===== config.mk =====
export PLATFORM = sky130hd
export DESIGN_NAME = sa_serial_loader
export DESIGN_NICKNAME = d
export VERILOG_FILES = /design/src/rtl/sa_pkg.sv /design/src/rtl/sa_lane_shifter.sv /design/src/rtl/sa_serial_loader.sv
export SDC_FILE = /design/constraint.sdc
export NUM_CORES = 1
export LEC_CHECK = 0
export CAP_MARGIN = 15
export CORE_MARGIN = 8
export CORE_UTILIZATION = 55
export DETAILED_ROUTE_END_ITERATION = 12
export PLACE_DENSITY = 0.8
export SETUP_SLACK_MARGIN = 0.1
export SLEW_MARGIN = 40
export SYNTH_ARGS = -nofsm -noshare
export SYNTH_HDL_FRONTEND = slang
export SYNTH_SLANG_ARGS = --single-unit

===== constraint.sdc =====
create_clock -name clk -period 2.5 [get_ports clk]
set_clock_uncertainty 0.1 [all_clocks]
set_input_delay 0.5 -clock clk [delete_from_list [all_inputs] [get_ports clk]]
set_output_delay 0.5 -clock clk [all_outputs]
set_load 0.02 [all_outputs]

===== src/rtl/sa_pkg.sv =====
// Shared definitions for the systolic-array serial loader: mode encodings,
// loader FSM states and the byte-width helper.
package sa_pkg;

  localparam int unsigned BYTE_W = 8;

  localparam logic MODE_STREAM  = 1'b0;
  localparam logic MODE_PRELOAD = 1'b1;

  typedef enum logic [1:0] {
    StIdle,
    StLoad,
    StDrain,
    StDone
  } sa_state_e;

endpackage


===== src/rtl/sa_lane_shifter.sv =====
// One serial lane: a BPL-bit MSB-first shift register. After BPL shifts the
// oldest bit sits at the top, so the register contents are already the lane's
// words in ascending index order (word 0 in the low byte).
module sa_lane_shifter
  import sa_pkg::*;
#(
  parameter int unsigned WPL = 2
) (
  input  logic                          clk_i,
  input  logic                          rst_ni,
  input  logic                          shift_en_i,
  input  logic                          bit_i,
  output logic [WPL-1:0][BYTE_W-1:0]    words_o
);

  localparam int unsigned BPL = BYTE_W * WPL;

  logic [BPL-1:0] sreg_q;

  // Shift one bit in per accepted beat.
  always_ff @(posedge clk_i or negedge rst_ni) begin
    if (!rst_ni) begin
      sreg_q <= '0;
    end else if (shift_en_i) begin
      sreg_q <= {sreg_q[BPL-2:0], bit_i};
    end
  end

  assign words_o = sreg_q;

endmodule


===== src/rtl/sa_serial_loader.sv =====
// Bit-serial row loader for the systolic array. IN_LANES serial lanes are
// assembled into SIZE-byte rows and presented over a valid/ready interface,
// either as a counted weight preload (SIZE rows, then preload_done) or as an
// activation stream that runs until stop.
// Optional build macro: SA_LOADER_PARITY_EN adds parity_in / parity_err.
module sa_serial_loader
  import sa_pkg::*;
#(
  parameter int unsigned SIZE     = 16,
  parameter int unsigned IN_LANES = 8
) (
  input  logic                       clk,
  input  logic                       rst_n,
  input  logic                       start,
  input  logic                       mode,
  input  logic                       stop,
  input  logic                       in_valid,
  output logic                       in_ready,
  input  logic [IN_LANES-1:0]        data_in,
  output logic                       row_valid,
  input  logic                       row_ready,
  output logic [BYTE_W*SIZE-1:0]     row_data,
  output logic [$clog2(SIZE)-1:0]    row_idx,
  output logic                       row_is_weight,
  output logic                       preload_done,
  output logic                       busy
`ifdef SA_LOADER_PARITY_EN
  ,
  input  logic                       parity_in,
  output logic                       parity_err
`endif
);

  localparam int unsigned WPL   = SIZE / IN_LANES;
  localparam int unsigned BPL   = BYTE_W * WPL;
  localparam int unsigned CNT_W = $clog2(BPL + 1);
  localparam int unsigned IDX_W = $clog2(SIZE);

  sa_state_e                              state_q;
  logic [CNT_W-1:0]                       bit_cnt_q;
  logic [IDX_W-1:0]                       row_cnt_q, row_cnt_nxt, pend_idx_q;
  logic                                   pend_q;   // shift registers hold a complete row
  logic                                   stop_q;
  logic                                   weight_q;
  logic                                   done_q;
  logic                                   hold_valid_q;
  logic [BYTE_W*SIZE-1:0]                 hold_data_q;
  logic [IDX_W-1:0]                       hold_idx_q;
  logic [IN_LANES-1:0][WPL-1:0][BYTE_W-1:0] lane_words;
  logic [BYTE_W*SIZE-1:0]                 assembled;
  logic                                   beat, last_bit, move, stop_hold;

  for (genvar j = 0; j < IN_LANES; j++) begin : g_lane
    sa_lane_shifter #(
      .WPL (WPL)
    ) u_shifter (
      .clk_i      (clk),
      .rst_ni     (rst_n),
      .shift_en_i (beat),
      .bit_i      (data_in[j]),
      .words_o    (lane_words[j])
    );
  end

  // Lane j carries bytes j*WPL.., so the packed lane array is the row itself.
  assign assembled   = lane_words;
  assign beat        = in_valid && in_ready;
  assign last_bit    = beat && (bit_cnt_q == CNT_W'(BPL - 1));
  assign move        = pend_q && (!hold_valid_q || row_ready);
  assign row_cnt_nxt = (row_cnt_q == IDX_W'(SIZE - 1)) ? '0 : row_cnt_q + IDX_W'(1);
  // A latched stop takes effect only on a row boundary; hold off new beats then.
  assign stop_hold   = (state_q == StLoad) && (weight_q == MODE_STREAM) && stop_q &&
                       (bit_cnt_q == '0);
  assign in_ready    = (state_q == StLoad) && !(pend_q && !move) && !stop_hold;

  // Loader FSM with bit/row counters and the complete-row flag.
  always_ff @(posedge clk or negedge rst_n) begin
    if (!rst_n) begin
      state_q    <= StIdle;
      bit_cnt_q  <= '0;
      row_cnt_q  <= '0;
      pend_idx_q <= '0;
      pend_q     <= 1'b0;
      stop_q     <= 1'b0;
      weight_q   <= 1'b0;
      done_q     <= 1'b0;
    end else begin
      done_q <= 1'b0;
      if (move) begin
        pend_q <= 1'b0;
      end
      if (beat) begin
        if (last_bit) begin
          bit_cnt_q  <= '0;
          pend_q     <= 1'b1;
          pend_idx_q <= row_cnt_q;
          row_cnt_q  <= row_cnt_nxt;
        end else begin
          bit_cnt_q <= bit_cnt_q + CNT_W'(1);
        end
      end
      unique case (state_q)
        StIdle: begin
          if (start) begin
            state_q   <= StLoad;
            bit_cnt_q <= '0;
            row_cnt_q <= '0;
            stop_q    <= 1'b0;
            weight_q  <= mode;
          end
        end
        StLoad: begin
          if (weight_q == MODE_PRELOAD) begin
            if (last_bit && (row_cnt_q == IDX_W'(SIZE - 1))) begin
              state_q <= StDrain;
            end
          end else begin
            if (stop) begin
              stop_q <= 1'b1;
            end
            if (stop_hold) begin
              state_q <= StDrain;
            end
          end
        end
        StDrain: begin
          if (!pend_q && !hold_valid_q) begin
            if (weight_q == MODE_PRELOAD) begin
              state_q <= StDone;
              done_q  <= 1'b1;
            end else begin
              state_q <= StIdle;
            end
          end
        end
        StDone: begin
          state_q <= StIdle;
        end
        default: begin
          state_q <= StIdle;
        end
      endcase
    end
  end

  // Holding register: refilled from the shifters, emptied by the row handshake.
  always_ff @(posedge clk or negedge rst_n) begin
    if (!rst_n) begin
      hold_valid_q <= 1'b0;
      hold_data_q  <= '0;
      hold_idx_q   <= '0;
    end else if (move) begin
      hold_valid_q <= 1'b1;
      hold_data_q  <= assembled;
      hold_idx_q   <= pend_idx_q;
    end else if (row_ready) begin
      hold_valid_q <= 1'b0;
    end
  end

  assign row_valid     = hold_valid_q;
  assign row_data      = hold_data_q;
  assign row_idx       = hold_idx_q;
  assign row_is_weight = weight_q;
  assign preload_done  = done_q;
  assign busy          = (state_q != StIdle);

`ifdef SA_LOADER_PARITY_EN
  logic parity_err_q;

  // Sticky even-parity error over accepted beats; cleared by a new load.
  always_ff @(posedge clk or negedge rst_n) begin
    if (!rst_n) begin
      parity_err_q <= 1'b0;
    end else if ((state_q == StIdle) && start) begin
      parity_err_q <= 1'b0;
    end else if (beat && (parity_in != (^data_in))) begin
      parity_err_q <= 1'b1;
    end
  end

  assign parity_err = parity_err_q;
`endif

endmodule


### Yosys cells after proc, flatten, opt, wreduce, memory -nomap -nowiden

Cells that the tools add are included.
W data, S select, Z words.

| storage, ports and cells | value |
|---|---|
| register bits after elaboration | 280 |
| word-level logic and storage cells | 87 |

| cells by class | value |
|---|---|
| add/subtract/negate cells | 2 |
| eq/ne operators | 11 |
| multiplexer cells | 28 |
| bitwise gates (word level) | 1 |
| reduce and logical (&&, ||, !) cells | 26 |

Operators by type and width:

| kind | number |
|---|---|
| $mux W4 | 5 |
| $mux W5 | 4 |
| $mux W2 | 6 |
| $logic_and A1 B1 Y1 | 11 |
| $mux W1 | 11 |
| $ne A2 B2 Y1 const B | 4 |
| $pmux W2 S4 | 1 |
| $reduce_and A4 Y1 | 2 |
| $reduce_bool A2 Y1 | 3 |
| $add A5 B1 Y5 const B | 1 |
| $eq A5 B4 Y1 const B | 1 |
| $logic_not A1 Y1 | 5 |
| $logic_not A5 Y1 | 1 |
| $add A4 B1 Y4 const B | 1 |
| $eq A2 B2 Y1 const B | 2 |
| $eq A4 B4 Y1 const B | 1 |
| $reduce_and A2 Y1 | 2 |
| $ne A3 B2 Y1 const B | 1 |
| $ne A3 B3 Y1 const B | 1 |
| $eq A2 B1 Y1 const B | 1 |
| $logic_not A2 Y1 | 1 |
| $pmux W1 S2 | 1 |
| $logic_or A1 B1 Y1 | 1 |
| $not A1 Y1 | 1 |

### Depth between registers and ports, before layout

Gate-level depths: netlist of the first run.

| depth | value |
|---|---|
| depth after elaboration | 14 |
| gate-level depth with buffers | 8 |

### Cells and area by module

From an unflattened synthesis of the first run, not the netlist that was laid out.

| unflattened totals | value |
|---|---|
| cell total of the unflattened synthesis | 659 |
| area total of the unflattened synthesis | 11124.4 um2 |

Modules (own cells, without submodules):

| module | times used | cells each | area an instance (um2) | sequential area each (um2) |
|---|---|---|---|---|
| sa_serial_loader | 1 | 387 | 5929.4 | 3803.6 |
| sa_lane_shifter | 8 | 34 | 649.4 | 400.4 |

### Least setup slack after synthesis of the first run

Ideal clock, no wire load.

| timing | value |
|---|---|
| path kind | register to register |
| start | reg bit_cnt_q[0] |
| end | reg g_lane[0].u_shifter.sreg_q[0] |
| arrival time | 1.867 ns |
| slack | 0.408 ns |
| stages on the path, launching flop included | 9 |
| buffers on the path | 2 |
| cells stage by stage | dfrtp_1 > inv_1 > ha_1 > nor4b_4 > a211o_2 > nor2_4 > buf_6 > buf_8 > mux2_4 |

| on the way | value |
|---|---|
| longest elaborated chain between the ends | 5 |

RTL lines:

| item | line | text |
|---|---|---|
| from (decl) | sa_serial_loader.sv:40 | `logic [CNT_W-1:0] bit_cnt_q;` |
| from (signal assigned) | sa_serial_loader.sv:99 | `bit_cnt_q <= bit_cnt_q + CNT_W'(1);` |
| $logic_not A5 Y1 | sa_serial_loader.sv:73 | `(bit_cnt_q == '0);` |
| $logic_and A1 B1 Y1 | sa_serial_loader.sv:72 | `assign stop_hold = (state_q == StLoad) && (weight_q == MODE_STREAM) && stop_q &&` |
| $logic_not A1 Y1 | sa_serial_loader.sv:74 | `assign in_ready = (state_q == StLoad) && !(pend_q && !move) && !stop_hold;` |
| $logic_and A1 B1 Y1 | sa_serial_loader.sv:74 |  |
| $logic_and A1 B1 Y1 | sa_serial_loader.sv:67 | `assign beat = in_valid && in_ready;` |
| to (signal assigned) | sa_lane_shifter.sv:25 | `sreg_q <= {sreg_q[BPL-2:0], bit_i};` |
| to (decl) | sa_lane_shifter.sv:18 | `logic [BPL-1:0] sreg_q;` |

No other way between the ends.
A chain may end at the register's enable or synchronous reset.

### Worst setup path in the final report of the first run

| timing | value |
|---|---|
| start | reg bit_cnt_q[0] |
| end | out in_ready |

| on the way | value |
|---|---|
| longest elaborated chain between the ends | 4 |

RTL lines:

| item | line | text |
|---|---|---|
| $logic_not A5 Y1 | sa_serial_loader.sv:73 |  |
| $logic_and A1 B1 Y1 | sa_serial_loader.sv:72 |  |
| $logic_not A1 Y1 | sa_serial_loader.sv:74 |  |
| $logic_and A1 B1 Y1 | sa_serial_loader.sv:74 |  |
| to (decl) | sa_serial_loader.sv:18 | `output logic in_ready,` |

No other way between the ends.

==> results of run 1 <==
cell usage after synthesis, types with 3 or more instances:
cell | n | area, um^2
dfrtp_1 | 280 | 7007
mux2_2 | 162 | 1824
mux2_4 | 89 | 1336
nand2_1 | 26 | 97.59
buf_2 | 13 | 65.06
a21oi_1 | 9 | 45.04
buf_8 | 9 | 135.1
mux2_1 | 9 | 101.4
inv_1 | 6 | 22.52
o21ai_0 | 6 | 30.03
buf_1 | 5 | 18.77
nand2b_1 | 4 | 25.02
nor2_1 | 4 | 15.01
ha_1 | 3 | 37.54
nand4_1 | 3 | 18.77
through the flow:
step,setup WS (ns),instance area (um^2)
2_1_floorplan,0.4075,11080
3_3_place_gp,-0.2387,13090
3_5_place_dp,-0.2698,13090
4_1_cts,0.03495,14200
5_1_grt,0.09931,14220
6_report,0.1568,14220
kinds of logic (layout without fill, tap and decap cells):
logic type	Yosys count	after routing	synth area share, %
compound gates	25	25	1.423
fa+ha+maj	3	3	0.3387
buf+inv	40	240	2.596
flops	280	280	63.22
mux	261	261	29.52
simple gates	58	58	2.902
area by class of cell:
class / count / area share (%)
Clock buffer: 38 / 5.973
Clock inverter: 14 / 1.751
Inverter: 7 / 0.1847
Multi-Input combinational cell: 347 / 26.78
Sequential cell: 280 / 49.27
Tap cell: 270 / 2.375
Timing Repair Buffer: 181 / 13.67
layer usage:
metal | share of wire, % | up-vias
met1 | 43 | 3141
met3 | 6.3 | 27
met4 | 1.4 | 0
li1 | - | 2718
met2 | 49 | 139
met5 | 0 | -
worst reg2reg max path, stage by stage (launching register included):
cell and delay (ns):
dfrtp_1 0.38, inv_2 0.07, ha_4 0.15, nor4b_4 0.13, a211o_2 0.32, buf_4 0.16, nor2_4 0.15, buf_12 0.18
buf_12 0.17, mux2_2 0.35
worst paths after layout:
kind	endpoint	slack, ns	from	cells past startpoint
setup / recovery	in_ready	0.16	bit_cnt_q[0]	6
hold / removal	pend_idx_q[0]	0.38	pend_idx_q[0]	2
setup reg to reg	g_lane[4].u_shifter.words_o[10]	0.24	bit_cnt_q[0]	9
hold reg to reg	pend_idx_q[0]	0.38	pend_idx_q[0]	2
max in group asynchronous	row_data[105]	1.17	rst_n	3
min in group asynchronous	g_lane[6].u_shifter.words_o[8]	0.46	rst_n	2
registers in the layout, indices dropped and copies added, names as in the netlist, 2 cells and up:
register                  flops
bit_cnt_q                     5
g_lane.u_shifter.words_o    128
pend_idx_q                    4
row_cnt_q                     4
row_data                    128
row_idx                       4
state_q                       2
cells in the final DEF (no fill, tap or decap), types with 3 or more instances in the layout:
cell	n
dfrtp_1	280
mux2_2	162
clkdlybuf4s50_1	148
mux2_4	89
clkbuf_16	29
nand2_1	25
buf_12	16
buf_4	13
a21oi_1	9
mux2_1	9
clkbuf_8	9
bufinv_16	7
o21ai_0	6
clkinv_2	6
inv_1	5
nand2b_1	4
nor2_1	4
nand4_1	3
what timing repair did:
action	CTS	global route
resized for setup	6	4
setup endpoints to repair	9	35
hold endpoints to repair	64	0
buffers inserted	1	1
hold buffers	1	0
pin swaps	0	2
gates cloned	0	0
power by group through the flow:
stage | combinational, mW | sequential (mW) | clock, mW
global route | 3.85 | 6.60 | 5.06
detailed placement | 3.56 | 6.49 | 0
finish | 3.60 | 6.44 | 4.79
floorplan | 2.94 | 6.16 | 0
CTS | 3.61 | 6.46 | 4.88
global placement | 3.43 | 6.41 | 0
==> reports/qor.csv, run 1 <==
stage,metric,value,unit
power_and_ir_drop,swShare,25.87,%
grt,grt_busiest_layer,met2,
floorplan,core,19970,um^2
critical_path,cpMostUsedCell,inv_2,
yosys,syn-num-nets,685,
floorplan,io_pins,152,
timing,setup_viol,0,
detailed_routing,via_count,6025,
clock_network,clk_latency,0.52,ns
power_and_ir_drop,power_leakage,6.897,nW
timing,finalCritPeriodShare,93.73,%
cells_and_area,fin_cells,1137,
detailed_routing,wl_per_cell,19.20,um
min_path,hold_class,reg -> reg,
power_and_ir_drop,ir_worst_vdd,0.0007366,V
floorplan,fp.dieW,158.0,um
yosys,yosys_warnings,0,
power_and_ir_drop,p_total,14.83,mW
clock_network,cts_sinks,280,
power_and_ir_drop,p_int,10.99,mW
yosys,synthesis.area,11080,um^2
yosys,syn_avg_cell_area,16.62,um^2
timing,worst_pin_slew,0.6163,ns
critical_path,critPathArrivalTime,1.74,ns
power_and_ir_drop,seqPwrFrac,43.4,%
yosys,ys.flop_type,dfrtp_1,
critical_path,crit_family,flip-flops,
yosys,synth_cell_types,47,
status,outcome,"complete, no violations",
timing,relSlewSlack,58.76,%
timing,holdWs,0.3797,ns
critical_path,crit_chain,inv_2 > ha_4 > nor4b_4 > a211o_2 > inv_2 > buf_6,
clock_network,clockBufferDepth,3,
clock_network,cts_max_level,1,
cells_and_area,postLayoutCoreUtil,71.20,%
detailed_routing,ant_nets,0,
place,placed_cells,1082,
critical_path,cpPeakStageDelay,0.38,ns
clock_network,cts-root-buf,clkbuf_16,
clock_network,cts-buffers-inserted,28,
yosys,synth_seq_area_share,63.22,%
yosys,async_flop_share,100.0,%
grt,grt.met3_usage,4.177,%
detailed_routing,drt-initial-drc-count,167,
cells_and_area,drive_gt1_share,39.68,%
cells_and_area,ff_latch_area,7007,um^2
grt,grt_pass1_wl,36340,um
place,dp.final_hpwl,14510,um
detailed_routing,drt_wl_total,21830,um
clock_network,cts_tree,done,
job,drv_cap,0,
critical_path,endpoint_kind,output port,
floorplan,start_util,55.49,%
critical_path,critPathBufInv,3,
grt,grt_max_degree,73,
grt,grt_pass1_vias,6729,
cells_and_area,fin_nets,863,
power_and_ir_drop,comb_power_share,24.3,%
power_and_ir_drop,power_density,1043,nW/um^2
timing,rsz0062_at_grt,yes,
timing,slew_violations,0,
power_and_ir_drop,switchingPower,3.837,mW
grt,antenna_found_initial,0,
detailed_routing,vias_per_cell,5.299,
critical_path,cp_data_required_time,1.90,ns
yosys,postSynthCellCount,667,
grt,met2_usage,30.78,%
timing,fmax,426.8,MHz
detailed_routing,remaining_drc_errors,0,
floorplan,die_h,158.0,um
power_and_ir_drop,clkPwrFrac,32.3,%
critical_path,slowest_stage,dfrtp_1,
timing,finalHoldViolCount,0,
cells_and_area,antenna_cells,0,
cells_and_area,areaGrowthSynthToFinish,28.32,%
place,io_buffers,151,
grt,gr-usage-met1,22.96,%
yosys,synth_edf_count,0,
floorplan,die-area,24950,um^2
critical_path,startpoint_type,register,
detailed_routing,first_pass_iters,4,
critical_path,critical_path_class,reg -> out,
timing,finalSetupTns,0,ns
cells_and_area,multi_input_area,3809,um^2
grt,grt_usage,17.97,%
grt,grt-ovfl-total,0,
place,place.gp.congestion,0.7592,
yosys,synth_seq_cells,280,
critical_path,crit_fanout,3,
floorplan,rows,52,
timing,min_period,2.343,ns
clock_network,path_clk_slew,0.06,ns
cells_and_area,fill_cells,1264,
Power figures use the tool's default switching activity.
==> inputs of run 2 (changes only) <==
--- a/config.mk
+++ b/config.mk
@@ -9,6 +9,7 @@
 export CORE_MARGIN = 8
 export CORE_UTILIZATION = 55
 export DETAILED_ROUTE_END_ITERATION = 12
+export HOLD_SLACK_MARGIN = 0.02
 export PLACE_DENSITY = 0.8
 export SETUP_SLACK_MARGIN = 0.1
 export SLEW_MARGIN = 40
==> results of run 2 <==
Final layout, timing and power as in run 1 (identical DEF).
==> inputs of run 3 (changes only) <==
--- a/config.mk
+++ b/config.mk
@@ -8,6 +8,7 @@
 export CAP_MARGIN = 15
 export CORE_MARGIN = 8
 export CORE_UTILIZATION = 55
+export CTS_CLUSTER_SIZE = 28
 export DETAILED_ROUTE_END_ITERATION = 12
 export HOLD_SLACK_MARGIN = 0.02
 export PLACE_DENSITY = 0.8
==> results of run 3 <==
Final layout, timing and power as in run 1 (identical DEF).
